==> src/rtl/bfis_pkg.sv <==
// ----------------------------------------------------------------------------
// bfis_pkg
// Shared definitions for the host command path into bfis and its readout side.
//   ld_state_e    : loader FSM states (encoding is visible in status readback)
//   LD_SYNC       : header sync byte expected in word0[31:24]
//   LD_ABORT      : magic word that aborts a partially received frame
//   ST_*_LSB      : bit offsets of the fields packed into the status word
//   sat_inc8      : 8-bit increment that sticks at 255
// ----------------------------------------------------------------------------
package bfis_pkg;

    typedef enum logic [2:0] {
        S_HDR    = 3'd0,
        S_VTX    = 3'd1,
        S_QRY    = 3'd2,
        S_LAUNCH = 3'd3,
        S_RUN    = 3'd4
    } ld_state_e;

    localparam logic [7:0]  LD_SYNC  = 8'hA5;
    localparam logic [31:0] LD_ABORT = 32'hDEAD_0000;

    localparam int ST_STATE_LSB = 0;
    localparam int ST_WORDS_LSB = 4;
    localparam int ST_ERR_LSB   = 8;
    localparam int ST_DROP_LSB  = 16;

    function automatic logic [7:0] sat_inc8(input logic [7:0] value);
        return (value == 8'hFF) ? value : value + 8'd1;
    endfunction

endpackage

==> src/rtl/tag_change_detect.sv <==
// ----------------------------------------------------------------------------
// tag_change_detect
// Turns a host-written tag register into a one-cycle "new word" strobe: the
// tag is registered every cycle and any difference from the registered copy
// means the host has written exactly one new word.
//   clk       in   clock
//   rst       in   asynchronous active-high reset (registered tag clears to 0)
//   tag       in   32-bit host tag
//   new_word  out  high for the cycle in which the tag differs from last cycle
// A tag that is already nonzero when reset releases therefore counts as one
// word, which is intentional: the host may have written during reset.
// ----------------------------------------------------------------------------
module tag_change_detect (
    input  logic        clk,
    input  logic        rst,
    input  logic [31:0] tag,
    output logic        new_word
);

    logic [31:0] tag_reg;

    always_ff @(posedge clk or posedge rst) begin
        if (rst) begin
            tag_reg <= '0;
        end else begin
            tag_reg <= tag;
        end
    end

    assign new_word = (tag != tag_reg);

endmodule

==> src/rtl/query_loader.sv <==
// ----------------------------------------------------------------------------
// query_loader
// Host-to-bfis command path. Host words arrive one per tag change and are
// assembled into a frame: header {A5, 00, k}, start vertex, DIM query words.
// A complete frame is copied to the output registers, a one-cycle start is
// fired and busy is held until bfis reports done.
//   clk_in         in   system clock
//   rst_in         in   asynchronous active-high reset
//   host_word_in   in   32-bit data word from the host register
//   host_tag_in    in   host tag; every change delivers one word
//   done_in        in   bfis search-complete pulse
//   query_out      out  DIM x 32 query vector (query_out[i] = element i)
//   vertex_id_out  out  start vertex
//   k_out          out  top-k count
//   start_out      out  one-cycle launch pulse
//   busy_out       out  high from start through the done cycle
//   status_out     out  [2:0] state, [7:4] words_rcvd, [15:8] err_cnt,
//                       [23:16] drop_cnt
// ----------------------------------------------------------------------------
module query_loader #(
    parameter int DIM       = 4,
    parameter int PQ_LENGTH = 8
) (
    input  logic                  clk_in,
    input  logic                  rst_in,
    input  logic [31:0]           host_word_in,
    input  logic [31:0]           host_tag_in,
    input  logic                  done_in,
    output logic [DIM-1:0][31:0]  query_out,
    output logic [31:0]           vertex_id_out,
    output logic [15:0]           k_out,
    output logic                  start_out,
    output logic                  busy_out,
    output logic [31:0]           status_out
);
    import bfis_pkg::*;

    localparam int              IDX_W    = (DIM > 1) ? $clog2(DIM) : 1;
    localparam logic [IDX_W-1:0] IDX_LAST = IDX_W'(DIM - 1);
    localparam logic [15:0]     K_MAX    = 16'(PQ_LENGTH);

    logic        new_word;
    ld_state_e   state_reg, state_next;

    logic        stage_k, stage_vtx, stage_qry, launch, drop, run_done, hdr_bad;
    logic [15:0] hdr_k;

    logic [IDX_W-1:0] idx_reg;
    logic [15:0]      stage_k_reg;
    logic [31:0]      stage_vertex_reg;
    logic [31:0]      stage_query_reg [DIM-1];
    logic [31:0]      launch_word [DIM];

    logic [DIM-1:0][31:0] query_reg;
    logic [31:0]      vertex_reg;
    logic [15:0]      k_reg;
    logic             start_reg, busy_reg;
    logic [7:0]       err_cnt_reg, drop_cnt_reg;
    logic [3:0]       words_rcvd_reg;

    tag_change_detect u_tag (
        .clk      (clk_in),
        .rst      (rst_in),
        .tag      (host_tag_in),
        .new_word (new_word)
    );

    assign hdr_k = host_word_in[15:0];

    always_ff @(posedge clk_in or posedge rst_in) begin
        if (rst_in) begin
            state_reg <= S_HDR;
        end else begin
            state_reg <= state_next;
        end
    end

    always_comb begin
        state_next = state_reg;
        stage_k    = 1'b0;
        stage_vtx  = 1'b0;
        stage_qry  = 1'b0;
        launch     = 1'b0;
        drop       = 1'b0;
        run_done   = 1'b0;
        hdr_bad    = 1'b0;
        case (state_reg)
            S_HDR: begin
                if (new_word) begin
                    if (host_word_in[31:24] == LD_SYNC && hdr_k != 16'd0 && hdr_k <= K_MAX) begin
                        stage_k    = 1'b1;
                        state_next = S_VTX;
                    end else begin
                        hdr_bad = 1'b1;
                    end
                end
            end
            S_VTX: begin
                if (new_word) begin
                    if (host_word_in == LD_ABORT) begin
                        state_next = S_HDR;
                    end else begin
                        stage_vtx  = 1'b1;
                        state_next = S_QRY;
                    end
                end
            end
            S_QRY: begin
                if (new_word) begin
                    if (host_word_in == LD_ABORT) begin
                        state_next = S_HDR;
                    end else begin
                        stage_qry = 1'b1;
                        if (idx_reg == IDX_LAST) begin
                            // The final query word goes straight to the outputs
                            // on this edge so start_out rises on the edge that
                            // samples it; S_LAUNCH is the start-pulse cycle.
                            launch     = 1'b1;
                            state_next = S_LAUNCH;
                        end
                    end
                end
            end
            S_LAUNCH: begin
                drop       = new_word;
                state_next = S_RUN;
            end
            S_RUN: begin
                drop = new_word;
                if (done_in) begin
                    run_done   = 1'b1;
                    state_next = S_HDR;
                end
            end
            default: state_next = S_HDR;
        endcase
    end

    // Staging is kept apart from the output registers so a new frame can be
    // received while bfis still reads the previous query.
    genvar gi;
    generate
        for (gi = 0; gi < DIM; gi++) begin : g_query
            if (gi < DIM - 1) begin : g_staged
                always_ff @(posedge clk_in or posedge rst_in) begin
                    if (rst_in) begin
                        stage_query_reg[gi] <= '0;
                    end else if (stage_qry && idx_reg == IDX_W'(gi)) begin
                        stage_query_reg[gi] <= host_word_in;
                    end
                end
                assign launch_word[gi] = stage_query_reg[gi];
            end else begin : g_bypass
                assign launch_word[gi] = host_word_in;
            end
        end
    endgenerate

    always_ff @(posedge clk_in or posedge rst_in) begin
        if (rst_in) begin
            query_reg <= '0;
        end else if (launch) begin
            for (int i = 0; i < DIM; i++) begin
                query_reg[i] <= launch_word[i];
            end
        end
    end

    always_ff @(posedge clk_in or posedge rst_in) begin
        if (rst_in) begin
            idx_reg          <= '0;
            stage_k_reg      <= '0;
            stage_vertex_reg <= '0;
            vertex_reg       <= '0;
            k_reg            <= '0;
            start_reg        <= 1'b0;
            busy_reg         <= 1'b0;
            err_cnt_reg      <= '0;
            drop_cnt_reg     <= '0;
            words_rcvd_reg   <= '0;
        end else begin
            start_reg <= launch;
            if (stage_k) begin
                stage_k_reg <= hdr_k;
            end
            if (stage_vtx) begin
                stage_vertex_reg <= host_word_in;
                idx_reg          <= '0;
            end else if (stage_qry) begin
                idx_reg <= idx_reg + 1'b1;
            end
            if (launch) begin
                vertex_reg <= stage_vertex_reg;
                k_reg      <= stage_k_reg;
                busy_reg   <= 1'b1;
            end else if (run_done) begin
                busy_reg <= 1'b0;
            end
            if (hdr_bad) begin
                err_cnt_reg <= sat_inc8(err_cnt_reg);
            end
            if (drop) begin
                drop_cnt_reg <= sat_inc8(drop_cnt_reg);
            end
            if (new_word) begin
                words_rcvd_reg <= words_rcvd_reg + 4'd1;
            end
        end
    end

    assign query_out     = query_reg;
    assign vertex_id_out = vertex_reg;
    assign k_out         = k_reg;
    assign start_out     = start_reg;
    assign busy_out      = busy_reg;

    always_comb begin
        status_out = '0;
        status_out[ST_STATE_LSB +: 3] = state_reg;
        status_out[ST_WORDS_LSB +: 4] = words_rcvd_reg;
        status_out[ST_ERR_LSB   +: 8] = err_cnt_reg;
        status_out[ST_DROP_LSB  +: 8] = drop_cnt_reg;
    end

endmodule
==> config.mk <==
export PLATFORM = sky130hd
export DESIGN_NAME = query_loader
export DESIGN_NICKNAME = d
export VERILOG_FILES = /design/src/rtl/bfis_pkg.sv /design/src/rtl/tag_change_detect.sv /design/src/rtl/query_loader.sv
export SDC_FILE = /design/constraint.sdc
export NUM_CORES = 1
export LEC_CHECK = 0
export ABC_AREA = 1
export CAP_MARGIN = 0
export CORE_MARGIN = 3
export CORE_UTILIZATION = 50
export DETAILED_ROUTE_END_ITERATION = 7
export GPL_TIMING_DRIVEN = 0
export PLACE_DENSITY = 0.76
export SLEW_MARGIN = 40
export SYNTH_ARGS = -nofsm -noshare
export SYNTH_HDL_FRONTEND = slang
export SYNTH_SLANG_ARGS = --single-unit
==> constraint.sdc <==
create_clock -name clk_in -period 18.74 [get_ports clk_in]
set_clock_uncertainty 0.2 [all_clocks]
set_input_delay 5.622 -clock clk_in [delete_from_list [all_inputs] [get_ports clk_in]]
set_output_delay 5.622 -clock clk_in [all_outputs]
set_load 0.05 [all_outputs]
==> impl_metrics.toml <==
[worst_setup_path]
required_ps = 19010
start_kind = "input pin"
slowest_stage = "clkdlybuf4s50_1"
end_kind = "register"
worstSetupPathType = "in -> reg"
crit_chain = "clkdlybuf4s50_1 -> nor2_1 -> nand2_1 -> inv_2 -> nand2_1 -> nor2_2 -> nand2_2 -> nand2_4 -> inv_4 -> buf_2 -> buf_2 -> nand4_1 -> nand2_1"
cp_slowest_stage_delay_ps = 920
cpMostUsedCell = "nand2_1"
cp.arrival_ps = 8240
path_max_fanout = 10

[sta]
max_freq_mhz = 125
hold_violations = 0
report.final.slew_viol_count = 0
post-route-worst-setup-slack_ps = 10770
layout_worst_path_cycle_share = 0.425
period_minus_slack_ps = 7970
setup_viol_count_final = 0
slew-limit-headroom = 0.412
rsz0062_at_grt = "no"
tightest_slew_ps = 881

[floorplanning]
rows = 64
initial_core_util = 0.513
core_region_area_um2 = 30900
fp.dieH_um = 184
ios = 277
die_x_um = 184
die-area_um2 = 33900

[finish]
drive_gt1_frac = 0.0767
final_nets = 2132
syn2layout_area_growth_pct = 29.6
fin_area_um2 = 20600
largest_register_ffs = 128
final_cells = 2483

[clocking]
cts_made_buffers = 41
cts_tree = "built"
htree_levels = 2
post_cts_buffers = 0
clkTransAtPathRegs_ps = 60
cts.sinks = 379
cts_buffer_depth = 3
clockRootBuffer = "clkbuf_16"
clock_latency_ps = 540
cts-resized-gates = 0
cts_hold_buf = 0

[place]
place_ws_ps = 10360
hpwlAfterDp_um = 34000
port_buffers = 265
place_area_um2 = 19200
place_inst = 2411
gp_congestion = 0.907

[drt]
drt_iter0_markers = 1112
wl_um = 48300
wire_per_inst_um = 19.4
vias = 13800
remaining_drc_errors = 0
drtAntennaViolNets = 0
avgViaCountPerCell = 5.57
dr.pass1.iters = 7

[synth]
syn_area_um2 = 15900
synthMuxAreaShare = 0
syn_inst = 1737
yosysTopAreaCell = "dfrtp_1"
synthSimpleGateAreaFrac = 0.302
avgSynthCellArea_um2 = 9.14
synth_top_family_by_area = "simple AND/OR/NAND/NOR gates"
synth_fa_ha_area_frac = 0.00552
yosysSeqAreaShare = 0.598
ys_warn_count = 0
synth_top_area_frac = 0.598
synth-compound-area-share = 0.0101
synth_xor_area_frac = 0.0265
ys_types = 27
ys_ff_latch = 379
synth_area_leaders = "dfrtp_1 (60%), nand2_1 (16%), nand4_1 (11%), xnor2_1 (2.1%), buf_2 (1.8%)"

[power]
ir_worst_vdd_mv = 0.0964
power.density_nw_per_um2 = 150
leakage_nw = 10.4
finalPower_mw = 3.08

[grt]
grt_overflow = 0
grt_first_pass_wirelength_um = 75300
grt_start_max_net_pins = 85
grt_pass1_vias = 13600
grt_use_total = 0.285
antenna_found_initial = 0

[hold_path]
hp-class = "reg -> reg"

[outcome]
outcome = "finished, final reports clean"

[job]
max_cap_violations = 0
## power by group
group,switching [mW],internal [mW],total [mW],leakage (nW)
Combinational,0.744,0.327,1.07,4.79
Clock,0.325,0.509,0.833,0.686
Sequential,0.143,1.03,1.17,4.96
Total,1.21,1.87,3.08,10.4
## metal layers
metal | track usage | wire [µm] | vias up | part of all wire
li1 | - | - | 6382 | -
met1 | 0.377 | 19000 | 6674 | 0.39
met2 | 0.438 | 21600 | 647 | 0.45
met3 | 0.0993 | 5740 | 122 | 0.12
met4 | 0.105 | 1910 | 0 | 0.040
met5 | 0 | 0 | - | 0
## placed cells by master (no fill, tap or decap), types with 2 or more instances in the layout
cell and count:
nand2_1 695, dfrtp_1 379, nand4_1 275, clkdlybuf4s50_1 265
buf_2 56, inv_1 53, nor2_1 51, clkbuf_1 47
clkbuf_16 43, xnor2_1 38, nand3_1 37, o21ai_0 27
buf_1 23, buf_4 23, clkinv_2 11, xor2_1 10
conb_1 9, ha_1 7, bufinv_16 6, buf_16 5
nand2_2 4, o21ai_1 3, inv_2 3, nand3b_1 2
nor3_1 2, a21oi_1 2, clkbuf_8 2
## cell families (layout without fill, tap and decap cells)
kind of cell               after synthesis  count (layout)
AOI/OAI and AO/OA                       32              32
adders and majority gates                7               7
other                                    1              10
and+or+nand+nor                       1070            1070
xor gates and xnor gates                48              48
buffers and inverters                  200             541
DFF                                    379             379
## path summary, 6_finish.rpt
| path | from | slack, ps | cells after the start | endpoint |
|---|---|---|---|---|
| setup / recovery | host_word_in[5] | 10770 | 13 | query_out[24] |
| max in group asynchronous | rst_in | 12000 | 4 | drop_cnt_reg[7] |
| hold reg to reg | k_out[0] | 270 | 2 | k_out[0] |
| min in group asynchronous | rst_in | 5300 | 2 | query_out[4] |
| setup reg to reg | idx_reg[0] | 15950 | 6 | query_out[24] |
| hold / removal | k_out[0] | 270 | 2 | k_out[0] |
## cells in the mapped netlist
cell and count:
nand4_1 275, o21ai_1 3, a21oi_1 2, xor2_1 10, inv_1 54, buf_2 56
inv_2 3, clkbuf_1 39, nand3_1 37, ha_1 7, o21ai_0 27, dfrtp_1 379
conb_1 1, buf_1 23, nor3_1 2, nand3b_1 2, nor2_1 51, nor4_1 1
nand2_2 4, buf_6 1, xnor2_1 38, inv_4 1, nor2_2 1, nand3_4 1
buf_4 23, nand2_1 695, nand2_4 1
## per-stage QoR
step	utilization	hold slack [ps]	setup TNS, ps
2_1_floorplan	-	242	0
3_3_place_gp	0.616	255	-658640
3_5_place_dp	0.621	257	0
4_1_cts	0.666	272	0
5_1_grt	0.666	291	0
6_report	0.666	269	0
## layout make-up
cell class | count | area (µm²)
sequential | 379 | 9480
inverter | 58 | 228
buffer | 142 | 697
fill | 2501 | 10300
tap | 396 | 495
antenna | 1 | 2.50
timing repair buffer | 270 | 2790
multi-input combinational | 1166 | 5500
clock inverter | 18 | 244
clock buffer | 53 | 1130
## worst max-delay path, delay by kind of cell
family,cells,cell delay [ps]
buf+inv,5,1680
simple gates,8,920
(Power assumes the default switching activity.)
==> RTL change 1 (config.mk and constraints unchanged) <==
Make the reset (`rst` and `rst_in`) synchronous in 5 clocked blocks. Comments in the files are not updated.
--- a/src/rtl/tag_change_detect.sv
+++ b/src/rtl/tag_change_detect.sv
@@ -19,7 +19,7 @@
 
     logic [31:0] tag_reg;
 
-    always_ff @(posedge clk or posedge rst) begin
+    always_ff @(posedge clk) begin
         if (rst) begin
             tag_reg <= '0;
         end else begin
--- a/src/rtl/query_loader.sv
+++ b/src/rtl/query_loader.sv
@@ -67,7 +67,7 @@
 
     assign hdr_k = host_word_in[15:0];
 
-    always_ff @(posedge clk_in or posedge rst_in) begin
+    always_ff @(posedge clk_in) begin
         if (rst_in) begin
             state_reg <= S_HDR;
         end else begin
@@ -142,7 +142,7 @@
     generate
         for (gi = 0; gi < DIM; gi++) begin : g_query
             if (gi < DIM - 1) begin : g_staged
-                always_ff @(posedge clk_in or posedge rst_in) begin
+                always_ff @(posedge clk_in) begin
                     if (rst_in) begin
                         stage_query_reg[gi] <= '0;
                     end else if (stage_qry && idx_reg == IDX_W'(gi)) begin
@@ -156,7 +156,7 @@
         end
     endgenerate
 
-    always_ff @(posedge clk_in or posedge rst_in) begin
+    always_ff @(posedge clk_in) begin
         if (rst_in) begin
             query_reg <= '0;
         end else if (launch) begin
@@ -166,7 +166,7 @@
         end
     end
 
-    always_ff @(posedge clk_in or posedge rst_in) begin
+    always_ff @(posedge clk_in) begin
         if (rst_in) begin
             idx_reg          <= '0;
             stage_k_reg      <= '0;
Check against the original RTL: differs if rst_in is asserted again (counterexample within 4 cycles, from zero or initial values and one cycle with rst_in high); with rst_in held inactive, the same outputs for 4 cycles.
==> RTL change 1 against the original RTL <==
  * Maximum frequency fell by 2.6%
  * Area after synthesis decreased by 4.7%
  * Sequential cell count unchanged
  * Via count decreased by 7.0%
  * Final area shrank 4.5%
  * Worst setup slack got worse by 0.21 ns
  * Routed wire length down 16%
  * Critical endpoint is now stage_query_reg[1][29]
  * Highest routed layer is now met5
Power is not compared: it rests on default switching activity, and its combinational part moved more than twofold at a synthesized area within 25%.
==> RTL change 1: results (changes against the original RTL) <==
| Metric | Value |
|---|---|
| Top Metal Used | met5 |
| M1 wire length | 16.5 mm (-13%) |
| M3 GR Usage | 6.25% (-3.7 points) |
| Via count | 12900 (-7.0%) |
| Hold Path Stages | 2 (unchanged) |
| Worst Hold End | stage_k_reg[10] |
| DRT iter0 DRCs | 811 (-27%) |
| Final hold slack | 0.239 ns (-0.0298 ns) |
| Flip-flop count of the largest register after layout | 128 (unchanged) |
| Worst path max stage delay | 0.54 ns (-0.38 ns) |
| Vias in the first global route | 12300 (-9.5%) |
| Synth area leaders | dfxtp_1 37%, edfxtp_1 19%, nor2_1 15% |
| Initial antenna violation count | 4 (+4) |
| R2r setup slk | 16.02 ns (+0.07 ns) |
| GR Util met1 | 29.5% (-8.2 points) |
| Crit path DAT | 8.24 ns (about the same) |
| Critical Path Start | host_word_in[11] |
| Clock period minus worst slack | 8.19 ns (+0.213 ns) |
| WL met2 | 19.4 mm (-10%) |
| Peak VDD IR | ~0.086 mV |
| Longest Clk Path Bufs | 3 (unchanged) |
| Main flop type after synthesis | dfxtp_1 |
| Unique cell type count in the Yosys netlist | 26 (-3.7%) |
| Worst reg2reg path startpoint | u_tag.tag_reg[20] |
| Gr usage total | 24.3% (-4.1 points) |
| Post-synth EDFFs | 96 (+96) |
| Seq/Total Area, Yosys | 56.5% (-3.2 points) |
| CTS buffer count | 40 (-2.4%) |
| Cell Area, Placed | 0.0184 mm² (-4.3%) |
| Worst skew pair latency | 0.53 ns |
| Slew @ Worst Pin | 0.817 ns (-0.0641 ns) |
| Synth cell count leaders | 614 x nor2_1, 470 x nand2_1, 283 x dfxtp_1 |
| DRT Pass-1 Iters | 5 (-2) |
| Status | completed |
| Layout net count | 2369 (+11%) |
| Routability cong. | 0.868 (-4.2%) |
| Port Buf Inserts | 266 (+0.38%) |
| First-pass GRT wire length | 63.8 mm (-15%) |
| Fraction of registers with async set or reset after synthesis | 0% (-100 points) |
| Largest net degree at the start of global routing | 33 (-61%) |
| Reg-to-Reg End | stage_query_reg[1][29] |
| Dpl hpwl | 29.6 mm (-13%) |
| Worst path slowest cell | clkbuf_1 |
| Layout cells sized above 1 | 5.67% (-2.0 points) |
| Post-DR wirelength/cell | 14.9 µm (-23%) |
| Worst-path clk slew | 0.06 ns (about the same) |
| R2R depth | 9 (+3) |
| Hold Path Origin | stage_k_reg[10] |
| Fillers | 2427 (-3.0%) |
| Pre-CTS WS | 10.07 ns (-0.291 ns) |
| Final hold viol count | 0 (unchanged) |
| Met3 WL | 3.31 mm (-42%) |
| GRT met2 Usage | 42.0% (-1.8 points) |
[RTL change 1: cell count changes in the layout (fill, tap and decap cells not counted), sizes merged, moves of 9 or more]
cell    unedited run  this run
nor2              52       616
dfrtp            379         0
dfxtp              0       283
nand4            275         3
nand2            700       471
inv               59       267
edfxtp             0        96
buf              108        59
a21oi              2        25
xnor2             38        28
o21ai             30        39
[RTL change 1: logic make-up after synthesis]
kind of cell | after synthesis | synth area share, %
flip-flops | 379 | 56.5
AO/OA/AOI/OAI | 64 | 2.14
XOR/XNOR | 39 | 2.26
other | 1 | 0.0248
AND/OR/NAND/NOR | 1125 | 28.4
adder cells (fa/ha/maj) | 7 | 0.579
buffers and inverters | 362 | 10.1
[RTL change 1: worst max-delay path, delay by kind of cell]
| kind | cells | cell delay, ns |
|---|---|---|
| compound gates | 1 | 0.09 |
| buf+inv | 3 | 1.26 |
| simple gates | 8 | 1.27 |
[RTL change 1: report_power, final]
part,switching [W],internal [W]
clock,0.000319,0.000453
sequential,0.0000295,0.000897
combinational,0.000154,0.0000730
[RTL change 1: area by class of cell]
cell class                      instances  area [µm²]  area share [%]
Sequential cell                       379        8550            43.5
Multi-Input combinational cell       1244        5090            25.9
Timing Repair Buffer                  268        2720            13.8
Clock buffer                           55        1100            5.59
Inverter                              265         995            5.06
Buffer                                 97         528            2.69
Tap cell                              390         488            2.48
Clock inverter                         19         178           0.904
Antenna cell                            3        7.51          0.0382
[RTL change 1: per-stage QoR]
step / std cells / utilization, % / total power, W
6_report: 2720 / 66.1 / 0.00193
5_1_grt: 2720 / 66.1 / 0.00200
4_1_cts: 2717 / 66.1 / 0.00193
3_5_place_dp: 2643 / 61.8 / 0.00117
3_3_place_gp: 2641 / 61.6 / 0.00116
2_1_floorplan: 1985 / - / 0.00108
==> RTL change 2 (same settings) <==
Made on the original files. Set the package constant `ST_ERR_LSB` to 9 (it was 8).
--- a/src/rtl/bfis_pkg.sv
+++ b/src/rtl/bfis_pkg.sv
@@ -22,7 +22,7 @@
 
     localparam int ST_STATE_LSB = 0;
     localparam int ST_WORDS_LSB = 4;
-    localparam int ST_ERR_LSB   = 8;
+    localparam int ST_ERR_LSB   = 9;
     localparam int ST_DROP_LSB  = 16;
 
     function automatic logic [7:0] sat_inc8(input logic [7:0] value);
Function: changed (a bounded check fails within 4 cycles, from zero or initial values and one cycle with rst_in high).
==> RTL change 2 against the original RTL <==
  * Hold slack about the same
  * Area after synthesis up 0.38%
  * Die area up 0.36%
  * Final area up 0.26%
  * Sequential cell count unchanged
  * Register-to-register slack better by 0.02 ns
  * Non-clock buffer count up 7
  * Worst setup slack better by 0.060 ns
  * Power down 0.31%
  * Routed wire length down 1.1%
==> RTL change 2: results (changes against the original RTL) <==
| Metric | Value |
|---|---|
| M1 wire length | 18.5 mm (-2.6%) |
| Initial antenna violation count | 1 (+1) |
| GRT met2 Usage | 43.3% (-0.44 points) |
| Synth Area in XOR/XNOR | 2.64% (-0.010 points) |
| Dpl hpwl | 34.0 mm (about the same) |
| Leak Pwr | 10.5 nW (+0.18%) |
| Status | completed |
| Hold Path Origin | k_out[11] |
| CTS buffer count | 40 (-2.4%) |
| Peak VDD IR | 0.109 mV (+13%) |
| Vias in the first global route | 13500 (-0.68%) |
| End of the critical path | launch_word[34] |
| Synth area leaders | dfrtp_1 60%, nand2_1 16%, nand4_1 11% |
| Met3 WL | 5.75 mm (+0.14%) |
| Slew @ Worst Pin | 0.846 ns (-0.0354 ns) |
| Port Buf Inserts | 264 (-0.38%) |
| Layout cells sized above 1 | 7.92% (+0.25 points) |
| DRT iter0 DRCs | 1414 (+27%) |
| Worst path max stage delay | 0.89 ns (-0.03 ns) |
| First-pass GRT wire length | 74.6 mm (-0.93%) |
| Seq/Total Area, Yosys | 59.5% (-0.23 points) |
| Worst Hold End | k_out[11] |
| Fillers | 2475 (-1.0%) |
| Critical Path Start | host_word_in[4] |
| Layout net count | 2139 (+0.33%) |
| Routability cong. | 0.901 (-0.61%) |
| DRT Pass-1 Iters | 8 (+1) |
| WL final | 47.7 mm (-1.1%) |
| GR Util met1 | 37.8% (+0.16 points) |
| WL met2 | 21.4 mm (-0.79%) |
==> RTL change 2: cell count changes after synthesis, sizes merged <==
cell	delta
buf	+8
==> RTL change 2: area by class of cell <==
class | count | area (µm²) | share of cell area, %
Antenna cell | 1 | 2.50 | 0.0121
Buffer | 150 | 757 | 3.67
Clock buffer | 61 | 1200 | 5.83
Clock inverter | 11 | 174 | 0.843
Inverter | 58 | 228 | 1.10
Multi-Input combinational cell | 1167 | 5500 | 26.7
Sequential cell | 379 | 9480 | 46.0
Tap cell | 396 | 495 | 2.40
Timing Repair Buffer | 269 | 2780 | 13.5
==> RTL change 2: metrics by stage <==
step	total power, W	cells	instance area (µm²)	setup slack (ns)
2_1_floorplan	0.00187	1754	16000	2.39
3_3_place_gp	0.00221	2414	19100	-1.71
3_5_place_dp	0.00225	2419	19200	10.41
4_1_cts	0.00307	2491	20600	10.93
5_1_grt	0.00322	2491	20600	10.79
6_report	0.00307	2492	20600	10.83
